File: src/rtl/seq_mult_unit_pkg.sv
// Shared constants for the sequential multiplier: state encoding, operand
// width and result latency as seen by the hazard unit.
package seq_mult_unit_pkg;

    localparam int MULT_WIDTH   = 32;
    localparam int MULT_LATENCY = 33;

    typedef enum logic [1:0] {
        IDLE = 2'b00,
        RUN  = 2'b01,
        FIX  = 2'b10
    } mult_state_e;

endpackage

File: src/rtl/seq_mult_unit_if.sv
// Request/result bundle between the execute stage (master) and the multiplier (slave).
interface seq_mult_unit_if;
    import seq_mult_unit_pkg::*;

    logic                  start_mult;
    logic                  mult_sign;
    logic [MULT_WIDTH-1:0] srca;
    logic [MULT_WIDTH-1:0] srcb;
    logic                  busy;
    logic                  done;
    logic [MULT_WIDTH-1:0] prod_hi;
    logic [MULT_WIDTH-1:0] prod_lo;

    modport master (
        output start_mult, mult_sign, srca, srcb,
        input  busy, done, prod_hi, prod_lo
    );

    modport slave (
        input  start_mult, mult_sign, srca, srcb,
        output busy, done, prod_hi, prod_lo
    );

endinterface

File: src/rtl/seq_mult_unit.sv
// Radix-2 shift-add multiplier: sign-magnitude operands, WIDTH iterations,
// then a single fix-up cycle that applies the sign and publishes hi/lo.
module seq_mult_unit
    import seq_mult_unit_pkg::*;
#(
    parameter int WIDTH = MULT_WIDTH,
    parameter int CNT_W = 5
) (
    input  logic           clk,
    input  logic           reset,
    seq_mult_unit_if.slave bus
);

    if (CNT_W != $clog2(WIDTH)) begin : g_bad_cnt_w
        $error("CNT_W must equal clog2(WIDTH)");
    end

    mult_state_e            r_state;
    mult_state_e            w_next;
    logic [CNT_W-1:0]       r_cnt;
    logic [WIDTH-1:0]       r_mcand;
    logic [2*WIDTH-1:0]     r_acc;
    logic                   r_neg;
    logic                   r_done;
    logic [WIDTH-1:0]       r_hi;
    logic [WIDTH-1:0]       r_lo;

    logic [WIDTH-1:0]       w_abs_a;
    logic [WIDTH-1:0]       w_abs_b;
    logic [WIDTH:0]         w_sum;
    logic [WIDTH:0]         w_upper;
    logic [2*WIDTH-1:0]     w_acc_shift;
    logic [2*WIDTH-1:0]     w_prod;

    assign w_abs_a = (bus.mult_sign && bus.srca[WIDTH-1]) ? -bus.srca : bus.srca;
    assign w_abs_b = (bus.mult_sign && bus.srcb[WIDTH-1]) ? -bus.srcb : bus.srcb;

    // Low half of the accumulator starts as the multiplier and is shifted out
    // one bit per iteration while the product fills in from the top.
    assign w_sum       = {1'b0, r_acc[2*WIDTH-1:WIDTH]} + {1'b0, r_mcand};
    assign w_upper     = r_acc[0] ? w_sum : {1'b0, r_acc[2*WIDTH-1:WIDTH]};
    assign w_acc_shift = {w_upper, r_acc[WIDTH-1:1]};
    assign w_prod      = r_neg ? -r_acc : r_acc;

    always_ff @(posedge clk) begin
        if (reset) r_state <= IDLE;
        else       r_state <= w_next;
    end

    always_comb begin
        w_next = r_state;
        case (r_state)
            IDLE:    if (bus.start_mult) w_next = RUN;
            RUN:     if (r_cnt == CNT_W'(WIDTH - 1)) w_next = FIX;
            FIX:     w_next = IDLE;
            default: w_next = IDLE;
        endcase
    end

    always_ff @(posedge clk) begin
        if (reset) begin
            r_cnt   <= '0;
            r_mcand <= '0;
            r_acc   <= '0;
            r_neg   <= 1'b0;
            r_done  <= 1'b0;
            r_hi    <= '0;
            r_lo    <= '0;
        end else begin
            r_done <= 1'b0;
            case (r_state)
                IDLE: begin
                    if (bus.start_mult) begin
                        r_mcand <= w_abs_a;
                        r_acc   <= {{WIDTH{1'b0}}, w_abs_b};
                        r_neg   <= bus.mult_sign & (bus.srca[WIDTH-1] ^ bus.srcb[WIDTH-1]);
                        r_cnt   <= '0;
                    end
                end
                RUN: begin
                    r_acc <= w_acc_shift;
                    r_cnt <= r_cnt + 1'b1;
                end
                FIX: begin
                    {r_hi, r_lo} <= w_prod;
                    r_done       <= 1'b1;
                end
                default: ;
            endcase
        end
    end

    assign bus.busy    = (r_state != IDLE);
    assign bus.done    = r_done;
    assign bus.prod_hi = r_hi;
    assign bus.prod_lo = r_lo;

endmodule

File: src/flat_wrapper.sv
// flat-port wrapper written by rule: the top's interface ports become plain ports
module seq_mult_unit_flat import seq_mult_unit_pkg::*;
#(
    parameter int WIDTH = MULT_WIDTH,
    parameter int CNT_W = 5
)
  (clk, reset, bus_start_mult, bus_mult_sign, bus_srca, bus_srcb, bus_busy, bus_done, bus_prod_hi, bus_prod_lo);
  seq_mult_unit_if bus_i ();
  input  logic clk;
  input  logic reset;
  input wire logic [$bits(bus_i.start_mult)-1:0] bus_start_mult;
  input wire logic [$bits(bus_i.mult_sign)-1:0] bus_mult_sign;
  input wire logic [$bits(bus_i.srca)-1:0] bus_srca;
  input wire logic [$bits(bus_i.srcb)-1:0] bus_srcb;
  output wire logic [$bits(bus_i.busy)-1:0] bus_busy;
  output wire logic [$bits(bus_i.done)-1:0] bus_done;
  output wire logic [$bits(bus_i.prod_hi)-1:0] bus_prod_hi;
  output wire logic [$bits(bus_i.prod_lo)-1:0] bus_prod_lo;
  assign bus_i.start_mult = bus_start_mult;
  assign bus_i.mult_sign = bus_mult_sign;
  assign bus_i.srca = bus_srca;
  assign bus_i.srcb = bus_srcb;
  assign bus_busy = bus_i.busy;
  assign bus_done = bus_i.done;
  assign bus_prod_hi = bus_i.prod_hi;
  assign bus_prod_lo = bus_i.prod_lo;
  seq_mult_unit #(.WIDTH(WIDTH), .CNT_W(CNT_W)) u_core (.clk(clk), .reset(reset), .bus(bus_i));
endmodule
File: config.mk
export PLATFORM = sky130hd
export DESIGN_NAME = seq_mult_unit_flat
export DESIGN_NICKNAME = d
export VERILOG_FILES = /design/src/rtl/seq_mult_unit_pkg.sv /design/src/rtl/seq_mult_unit_if.sv /design/src/rtl/seq_mult_unit.sv /design/src/flat_wrapper.sv
export SDC_FILE = /design/constraint.sdc
export NUM_CORES = 1
export LEC_CHECK = 0
export CORE_MARGIN = 2
export CORE_UTILIZATION = 35
export DETAILED_ROUTE_END_ITERATION = 8
export PLACE_DENSITY_LB_ADDON = 0.05
export SLEW_MARGIN = 10
export SYNTH_ARGS = -nofsm -noshare
export SYNTH_HDL_FRONTEND = slang
export SYNTH_SLANG_ARGS = --single-unit
File: constraint.sdc
create_clock -name clk -period 3.88 [get_ports clk]
set_input_delay 0.776 -clock clk [delete_from_list [all_inputs] [get_ports clk]]
set_output_delay 0.776 -clock clk [all_outputs]
set_load 0.005 [all_outputs]
==> results.md, run 1 <==
- The register bit count reported by yosys is 169.
- The mapped cell area is 0.0103 sq mm.
- Derived from the worst setup path, the maximum achievable clock frequency is 308 MHz.
- The first detailed-routing pass ran for 5 iterations.
- Dividing total power by cell area gives a power density of 345 mW/mm^2.
- By startpoint and endpoint, the worst setup path is classified as in2reg.
- The buffer count from post-CTS setup fixing is 0.
- The first global-routing pass estimated 49.6 mm of wire.
- The finished layout holds 1796 standard cells, fillers aside.
- After filler insertion, the fill cell instance count of the layout stands at 2947.
- The utilization after layout is 43.7%.
- dfxtp_1 is the most common cell in the netlist.
- The required time at the worst-slack endpoint is 4.19 ns.
- The number of distinct library cells after synthesis is 64.
- The total via count after detailed routing is 9778.
- Clock-pin slew was measured on the worst setup and hold paths at 0.08 ns.
- At the worst endpoint, the arrival time is 3.56 ns.
- The number of buffers added by the clock tree synthesis step is 17.
- The internal portion of the total power is 2970 uW.
- The clock share of power is 39.4%.
- The clock tree synthesis step divided the H-tree into 4 levels.
- The biggest area contributor in the post-synthesis netlist is dfxtp_1.
- The highest metal layer carrying signal wires in the routed design is met4.
- Summing all flip-flop and latch instances after layout gives 0.00338 sq mm.
- In this run the vertical extent of the chip is 176 microns.
- The count of final max-slew check failures came to 0.
- The number of routed nets with antenna violations is 0.
- Summed over all layers, the global routing overflow is 0.
- The number of enable flip-flop cells after synthesis is 0.
- The switching component of the power is 1390 uW.
- Dividing the final minimum period by the clock period gives 83.7%.
- The routed wire length per instance is 17.7 microns.
- STA classifies the critical path startpoint as a primary input.
- The number of instances in the synthesized netlist is 1306.
- The count of cells resized by post-cts repair is 0.
- The quantity of hold-fixing buffers added after cts is 0.
- The largest driver fanout on the critical path is 4.
- Yosys printed 0 warnings.
- The CTS sink count is 169.
- The number of violations of the max-capacitance limit is 0.
- The final number of hold-violating endpoints is 0.
- The clock skew after layout is 0.0118 ns.
- The area share of the largest cell type after synthesis is 32.8%.
- The net count reported at finish is 1504.
- Wire segments on met3 add up to 1.48 mm in the final route.
- Combinational cells account for 17.2% of the total power.
- The length of routed wiring on met1 is 17.5 mm.
- The initial antenna violation count came to 0.
- The clock tree from TritonCTS is done.
- Setup repair after global routing left no endpoint under its margin.
- The worst relative slew slack is 25.4%.
- For the finished layout, the period the worst path requires is 3.25 ns.
- For this run, design rule violations remaining after detail routing come to 0.
- Setup violations remaining at the end of the flow were counted as 0.
- Entering global routing, the biggest net connects 90 pins.
- The area growth from synthesis to layout is 22.4%.
- The transition time at the pin with the least slew margin is 1.12 ns.
- The leading register cell type out of synthesis is dfxtp_1.
- After synthesis, the cell types taking the most area are dfxtp_1, xor2_1, nand2_1.
- The run finished with clean final reports.
- The number of input and output port buffers inserted is 133.
- In this run the clock root is driven by a clkbuf_16.
- The detailed-routed wire length on met2 is 12.6 mm.
- The number of global-route vias before repair is 8796.
- In this run the cell area measured after placement is 0.0120 sq mm.
- The maximum ir drop on the vdd rail is 0.000257 V.
- Sorting the synthesized cells by how often they occur yields dfxtp_1, nand2_1, nor2_1.
- The worst register-to-register path has a depth of 11.
- The worst hold path belongs to the class reg2reg.
- The least setup slack across all paths after layout is 0.633 ns.
- Cells with a size suffix above 1 make up 6.17% of the layout.
- The synthesized area per cell is 7.89 sq um.
- The global-route usage over all layers is 20.2%.
- The sequential area share after synthesis is 32.8%.
- In this run, placement finished with an instance count of 1763.
- The proportion of total power due to net switching is 31.9%.
- The starting DRC count in detailed routing is 634.
- Once the floorplan was initialized, standard cells occupied 35.7% of the core.
- Counting instances, the worst hold path has a depth of 2.
- The number of placed I/O pins is 134.
- The sum of routed wire length over all layers is 31.8 mm.
- The sum of negative setup slack is 0 ns.
- Routability-driven placement finished with a final weighted congestion of 0.877.
- Before CTS, the worst setup slack after placement is 0.207 ns.
- In the synthesized netlist the async set-or-reset flop fraction comes to 0%.
- The deepest clock path buffer count is 2.
- The relative contribution of sequential cells to total power is 43.5%.
- When the netlist entered floorplanning its net count stood at 1412.
- Dividing the detail-routed via count by the number of cells gives 5.44.
- The width of the chip is 176 microns.
- For this design the static power due to leakage is 0.00429 uW.
- The final design instance area without fill is 0.0126 sq mm.
- The endpoint kind of the worst setup timing path is a flop.
- The floorplan has 62 rows.
- Summing all multi-input logic gate instances after layout gives 0.00656 sq mm.
- The die covers 0.0308 sq mm.
- The later pin in the worst-skew pair is clocked with a latency of 0.44 ns.
- Detailed placement ended at an HPWL of 24.3 mm.
- The core region is 0.0289 sq mm.
## flip-flops by register name, summed over array words and instances, names as in the netlist
register,count
u_core.bus.done,1
u_core.bus.prod_lo,32
u_core.r_neg,1
u_core.r_acc,64
u_core.r_mcand,32
u_core.r_state,2
u_core.r_cnt,5
u_core.bus.prod_hi,32
## routing by layer
metal / vias to the layer above / track usage, %
met5: - / 0
met1: 4568 / 32.4
met3: 16 / 3.03
li1: 4977 / -
met2: 217 / 28.3
met4: 0 / 3.68
## cells in the final DEF (no fill, tap or decap), types with 42 or more instances in the layout
cell             synthesis  routed
a211oi_1                58      58
a21oi_1                 87      87
a22oi_1                 49      49
clkdlybuf4s50_1          0     132
dfxtp_1                169     168
nand2_1                143     143
nor2_1                 133     130
o21ai_0                 74      74
xnor2_1                 42      42
xor2_1                  95      95
## worst max-delay path: stages
cell,delay [ns]
clkdlybuf4s50_1,0.45
or3_1,0.41
or3_1,0.35
or3_1,0.39
or4_1,0.62
nor4_1,0.34
or3_1,0.16
a31oi_1,0.07
## kinds of logic after synthesis
logic type	Yosys count	synth area share (%)
buffers and inverters	104	3.80
AO/OA/AOI/OAI	426	26.7
multiplexers	7	0.692
XOR/XNOR	137	11.6
AND/OR/NAND/NOR	425	19.7
adder cells (fa/ha/maj)	38	4.69
flip-flops	169	32.8
## path summary, 6_finish.rpt
kind | to | startpoint | slack, ns
worst min-delay path | u_core.bus.prod_hi[25] | u_core.bus.prod_hi[25] | 0.45
worst max-delay path | u_core.r_acc[29] | bus_srcb[18] | 0.63
worst max register to register | u_core.bus.prod_hi[26] | u_core.r_acc[0] | 0.71
worst min register to register | u_core.bus.prod_hi[25] | u_core.bus.prod_hi[25] | 0.45
## cell type report
class                      instances  area share [%]
antenna                            1          0.0198
inverter                          17           0.506
tap                              384            3.81
multi-input combinational       1033            52.0
timing repair buffer             160            12.2
sequential                       169            26.8
clock inverter                    15            1.25
clock buffer                      17            3.37
## metrics by stage
step,power (uW),hold WS [ns]
after detailed placement,2680,0.443
final,4350,0.449
after global placement,2680,0.436
after CTS,4400,0.453
after floorplan,2380,0.436
after global routing,4550,0.477
## power by group through the flow
stage / clock network, uW / registers [uW] / logic, uW
after global placement: 0 / 1930 / 746
after CTS: 1760 / 1890 / 751
after floorplan: 0 / 1880 / 498
after detailed placement: 0 / 1930 / 749
after global routing: 1830 / 1900 / 825
final: 1710 / 1890 / 747
(Power assumes the default switching activity.)
==> inputs of run 2 (changes only) <==
Clock period 3.88 ns to 2.6 ns, I/O delays scaled along.
==> run 2 against run 1 <==
  * The flow now finishes with violations (setup timing)
  * Worst hold slack worse by 0.0022 ns
  * Sequential power up 47%
  * Via count up 7.0%
  * Critical endpoint is now u_core.bus.prod_hi[8]
  * Largest cell class unchanged
==> results.md, run 2 (same netlist as run 1, synthesis figures left out) <==
- The worst hold endpoint is u_core.bus.prod_hi[22] (was u_core.bus.prod_hi[25]).
- The global-route usage over all layers was 22.1% (was 20.2%).
- The switching component of the power was 2160 uW (was 1390 uW).
- The HPWL reported at the end of detailed placement is 26.4 mm (was 24.3 mm).
- The checks that failed: setup timing.
- The number of routed nets with antenna violations is 0 (unchanged).
- The met3 track demand over resource is 3.27% (was 3.03%).
- The relative contribution of sequential cells to total power was 40.5% (was 43.5%).
- The share of power burned in combinational logic came to 22.7% (was 17.2%).
- The cell count after placement is 1935 (was 1763).
- The leading cell type in the layout, fill and taps excluded is buf_4 (was dfxtp_1).
- The remaining routing DRC violations came to 0 (unchanged).
- The row count is 62 (unchanged).
- The most congested layer reported by global routing is met1 (unchanged).
- Cell breakdown of the critical path: inv_2, ha_4, or3b_4, nor4_4, nand4_2, buf_4, buf_6, buf_6, buf_4, nand2b_4, o41ai_4, xor2_1, o21ai_1 (was clkdlybuf4s50_1, or3_1, or3_1, or3_1, or4_1, nor4_1, or3_1, a31oi_1).
- The maximum ir drop on the vdd rail is 0.000465 V (was 0.000257 V).
- The total power per unit cell area is 468 mW/mm^2 (was 345 mW/mm^2).
- The clock share of power is 36.7% (was 39.4%).
- The longest individual stage delay on the worst path is 0.40 ns (was 0.62 ns).
- The final number of hold-violating endpoints was 0 (unchanged).
- The buffering stage count on the worst path with inverters included is 5 (was 1).
- The cell-internal power is 4680 uW (was 2970 uW).
- The cell count along the critical path is 13 (was 8).
- The number of buffers added by the clock tree synthesis step is 17 (unchanged).
- The initial cell density of the core is 35.7% (unchanged).
- The path class of the lowest-slack min-delay path is reg2reg (unchanged).
- The number of violations of the max-capacitance limit is 0 (unchanged).
- The H-tree level count is 4 (unchanged).
- The number of input and output port buffers inserted was 133 (unchanged).
- The number of placed I/O pins is 134 (unchanged).
- The endpoint kind of the worst setup timing path is a flop (unchanged).
- The worst reg2reg path startpoint is u_core.r_acc[0] (unchanged).
- The total via count after detailed routing was 10500 (was 9778).
- The core area is 0.0289 sq mm (unchanged).
- The arrival time at the worst endpoint is 3.10 ns (was 3.56 ns).
- The relative area change from synthesis to final layout was 41.8% (was 22.4%).
- The kind of launch point of the worst setup path is a flop (was primary input).
- The critical register-to-register path endpoint is u_core.bus.prod_hi[8] (was u_core.bus.prod_hi[26]).
- The clock tree from TritonCTS is done (unchanged).
- The clock-pin slew on the worst setup and hold paths is 0.08 ns (about the same).
- Unrepaired setup endpoints after global routing: yes (was no).
- The kind of cell adding the most delay to the critical path is simple AND/OR/NAND/NOR gates (unchanged).
- The count of final max-slew check failures is 0 (unchanged).
- The count of cells along the worst hold path is 2 (unchanged).
- The clock skew after layout is 0.0152 ns (was 0.0118 ns).
- The register name with the most flops was u_core.r_acc (unchanged).
- The starting DRC count in detailed routing was 650 (was 634).
- The sum of negative setup slack is -1.39 ns (was 0 ns).
- The largest driver fanout on the critical path is 5 (was 4).
- The full die area was 0.0308 sq mm (unchanged).
- The number of antenna cells inserted was 0 (was 1).
- The quantity of hold-fixing buffers added after cts is 0 (unchanged).
- The fraction of final layout cells sized beyond drive strength 1 is 21.7% (was 6.17%).
- The smallest clock period supported by the final layout is computed as 2.79 ns.
- Dividing the final minimum period by the clock period gives 107%.
- The transition time at the pin with the least slew margin is 1.07 ns (was 1.12 ns).
- The post-placement cell area was 0.0134 sq mm (was 0.0120 sq mm).
- The internal reg-to-reg setup slack is -0.19 ns (was 0.71 ns).
- The proportion of total power due to net switching is 31.6% (was 31.9%).
- The number of optimization iterations in the first detailed-route pass came to 5 (unchanged).
- The depth of the most critical reg-to-reg path came to 13 (was 11).
- The met1 capacity usage during global routing came to 34.0% (was 32.4%).
- The fill cell instance count of the final layout is 2865 (was 2947).
- Commonest cells after routing, fill and taps aside: buf_4, dfxtp_1, nand2_1, nor2_1, clkdlybuf4s50_1 (was dfxtp_1, nand2_1, clkdlybuf4s50_1, nor2_1, xor2_1).
- The category of the critical setup timing path is reg2reg (was in2reg).
- Run status: finished with violations (was finished clean).
- The sum of routed wire length over all layers is 34.1 mm (was 31.8 mm).
- The net count reported at finish came to 1698 (was 1504).
- The launch point of the worst hold path is u_core.bus.prod_hi[22] (was u_core.bus.prod_hi[25]).
- The worst relative slew slack is 28.8% (was 25.4%).
- The number of flip-flops in the largest register is 64 (unchanged).
- The overall overflow remaining after global route was 0 (unchanged).
- The critical path's slowest cell is or3b_4 (was or4_1).
- The number of setup violations in the final report was 17 (was 0).
- The number of global-route vias before repair came to 9915 (was 8796).
- The routed wire length per instance came to 17.2 microns (was 17.7 microns).
- The width of the chip is 176 microns (unchanged).
- The least setup slack across all paths after layout came to -0.188 ns (was 0.633 ns).
- The via-per-instance ratio is 5.26 (was 5.44).
- Timing would allow up to 359 MHz.
- The cell chosen for the clock root was clkbuf_16 (unchanged).
- The die boundary height came to 176 microns (unchanged).
- The worst setup slack before clock tree synthesis is -0.681 ns (was 0.207 ns).
- The deepest clock path buffer count was 2 (unchanged).
- The initial antenna violation count is 0 (unchanged).
- The overall power after layout was 6840 uW (was 4350 uW).
- The number of cells in the finished layout apart from fillers is 1988 (was 1796).
- The leakage power is 0.00534 uW (was 0.00429 uW).
- The CTS sink count was 169 (unchanged).
- The required time at the worst-slack endpoint is 2.92 ns (was 4.19 ns).
- The routability congestion estimate from global placement came to 0.877 (about the same).
- The global routing met2 resource utilization was 32.3% (was 28.3%).
- The insertion delay of the later-clocked pin in the worst-skew pair came to 0.43 ns (was 0.44 ns).
- The final design instance area without fill is 0.0146 sq mm (was 0.0126 sq mm).
- The first-pass GRT wire length is 54.1 mm (was 49.6 mm).
- The largest net degree at the start of global routing is 109 (was 90).
run 2: cell types whose count changed in the layout (fill, tap and decap cells not counted), sizes merged:
cell | previous run | this run
buf | 28 | 222
clkdlybuf4s50 | 132 | 129
clkinv | 6 | 7
clkinvlp | 3 | 2
diode | 1 | 0
dlygate4sd2 | 0 | 3
inv | 23 | 22
run 2: worst max path at each step:
stage                                from                endpoint
after floorplan           u_core.r_acc[9]  u_core.bus.prod_hi[30]
after global placement       bus_srcb[19]        u_core.r_acc[29]
after detailed placement     bus_srcb[19]        u_core.r_acc[29]
after CTS                 u_core.r_acc[9]  u_core.bus.prod_hi[26]
after global routing      u_core.r_acc[0]  u_core.bus.prod_hi[26]
final                     u_core.r_acc[0]   u_core.bus.prod_hi[8]
run 2: layer usage:
layer / vias to the layer above / part of all wire [%]
met3: 15 / 4.7
met5: - / 0
met2: 219 / 42
li1: 5369 / -
met1: 4859 / 53
met4: 0 / 0.86
run 2: worst register-to-register path, cell delays in order (launching register included):
cell	delay, ns
dfxtp_2	0.33
inv_2	0.07
ha_4	0.13
or3b_4	0.40
nor4_4	0.22
nand4_2	0.20
buf_4	0.19
buf_6	0.10
buf_6	0.10
buf_4	0.15
nand2b_4	0.17
o41ai_4	0.29
xor2_1	0.24
o21ai_1	0.08
run 2: layout make-up:
type | instances | area [sq um] | share of cell area (%)
tap | 384 | 480 | 3.29
multi-input combinational | 1033 | 7040 | 48.2
timing repair buffer | 354 | 3060 | 20.9
inverter | 17 | 63.8 | 0.437
sequential | 169 | 3390 | 23.2
clock buffer | 17 | 425 | 2.91
clock inverter | 14 | 155 | 1.06
run 2: power by group through the flow:
stage                     Combinational (uW)  Clock (uW)  Sequential, uW
final                                   1560        2510            2770
after global routing                    1700        2690            2780
after CTS                               1480        2580            2770
after detailed placement                1420           0            2830
after global placement                  1410           0            2820
after floorplan                          752           0            2810
run 2: stage by stage:
step	util, %	hold WS, ns
floorplan	-	0.436
global placement	46.4	0.438
finish	50.6	0.446
CTS	49.3	0.453
global route	50.6	0.469
detailed placement	46.4	0.442
run 2: repair_timing:
item / in CTS / in global routing
endpoints found under the setup margin: 28 / 51
hold endpoints to repair: 0 / 0
pin swaps: 26 / 36
gates cloned: 0 / 0
buffers inserted: 15 / 8
gates resized for setup: 37 / 62
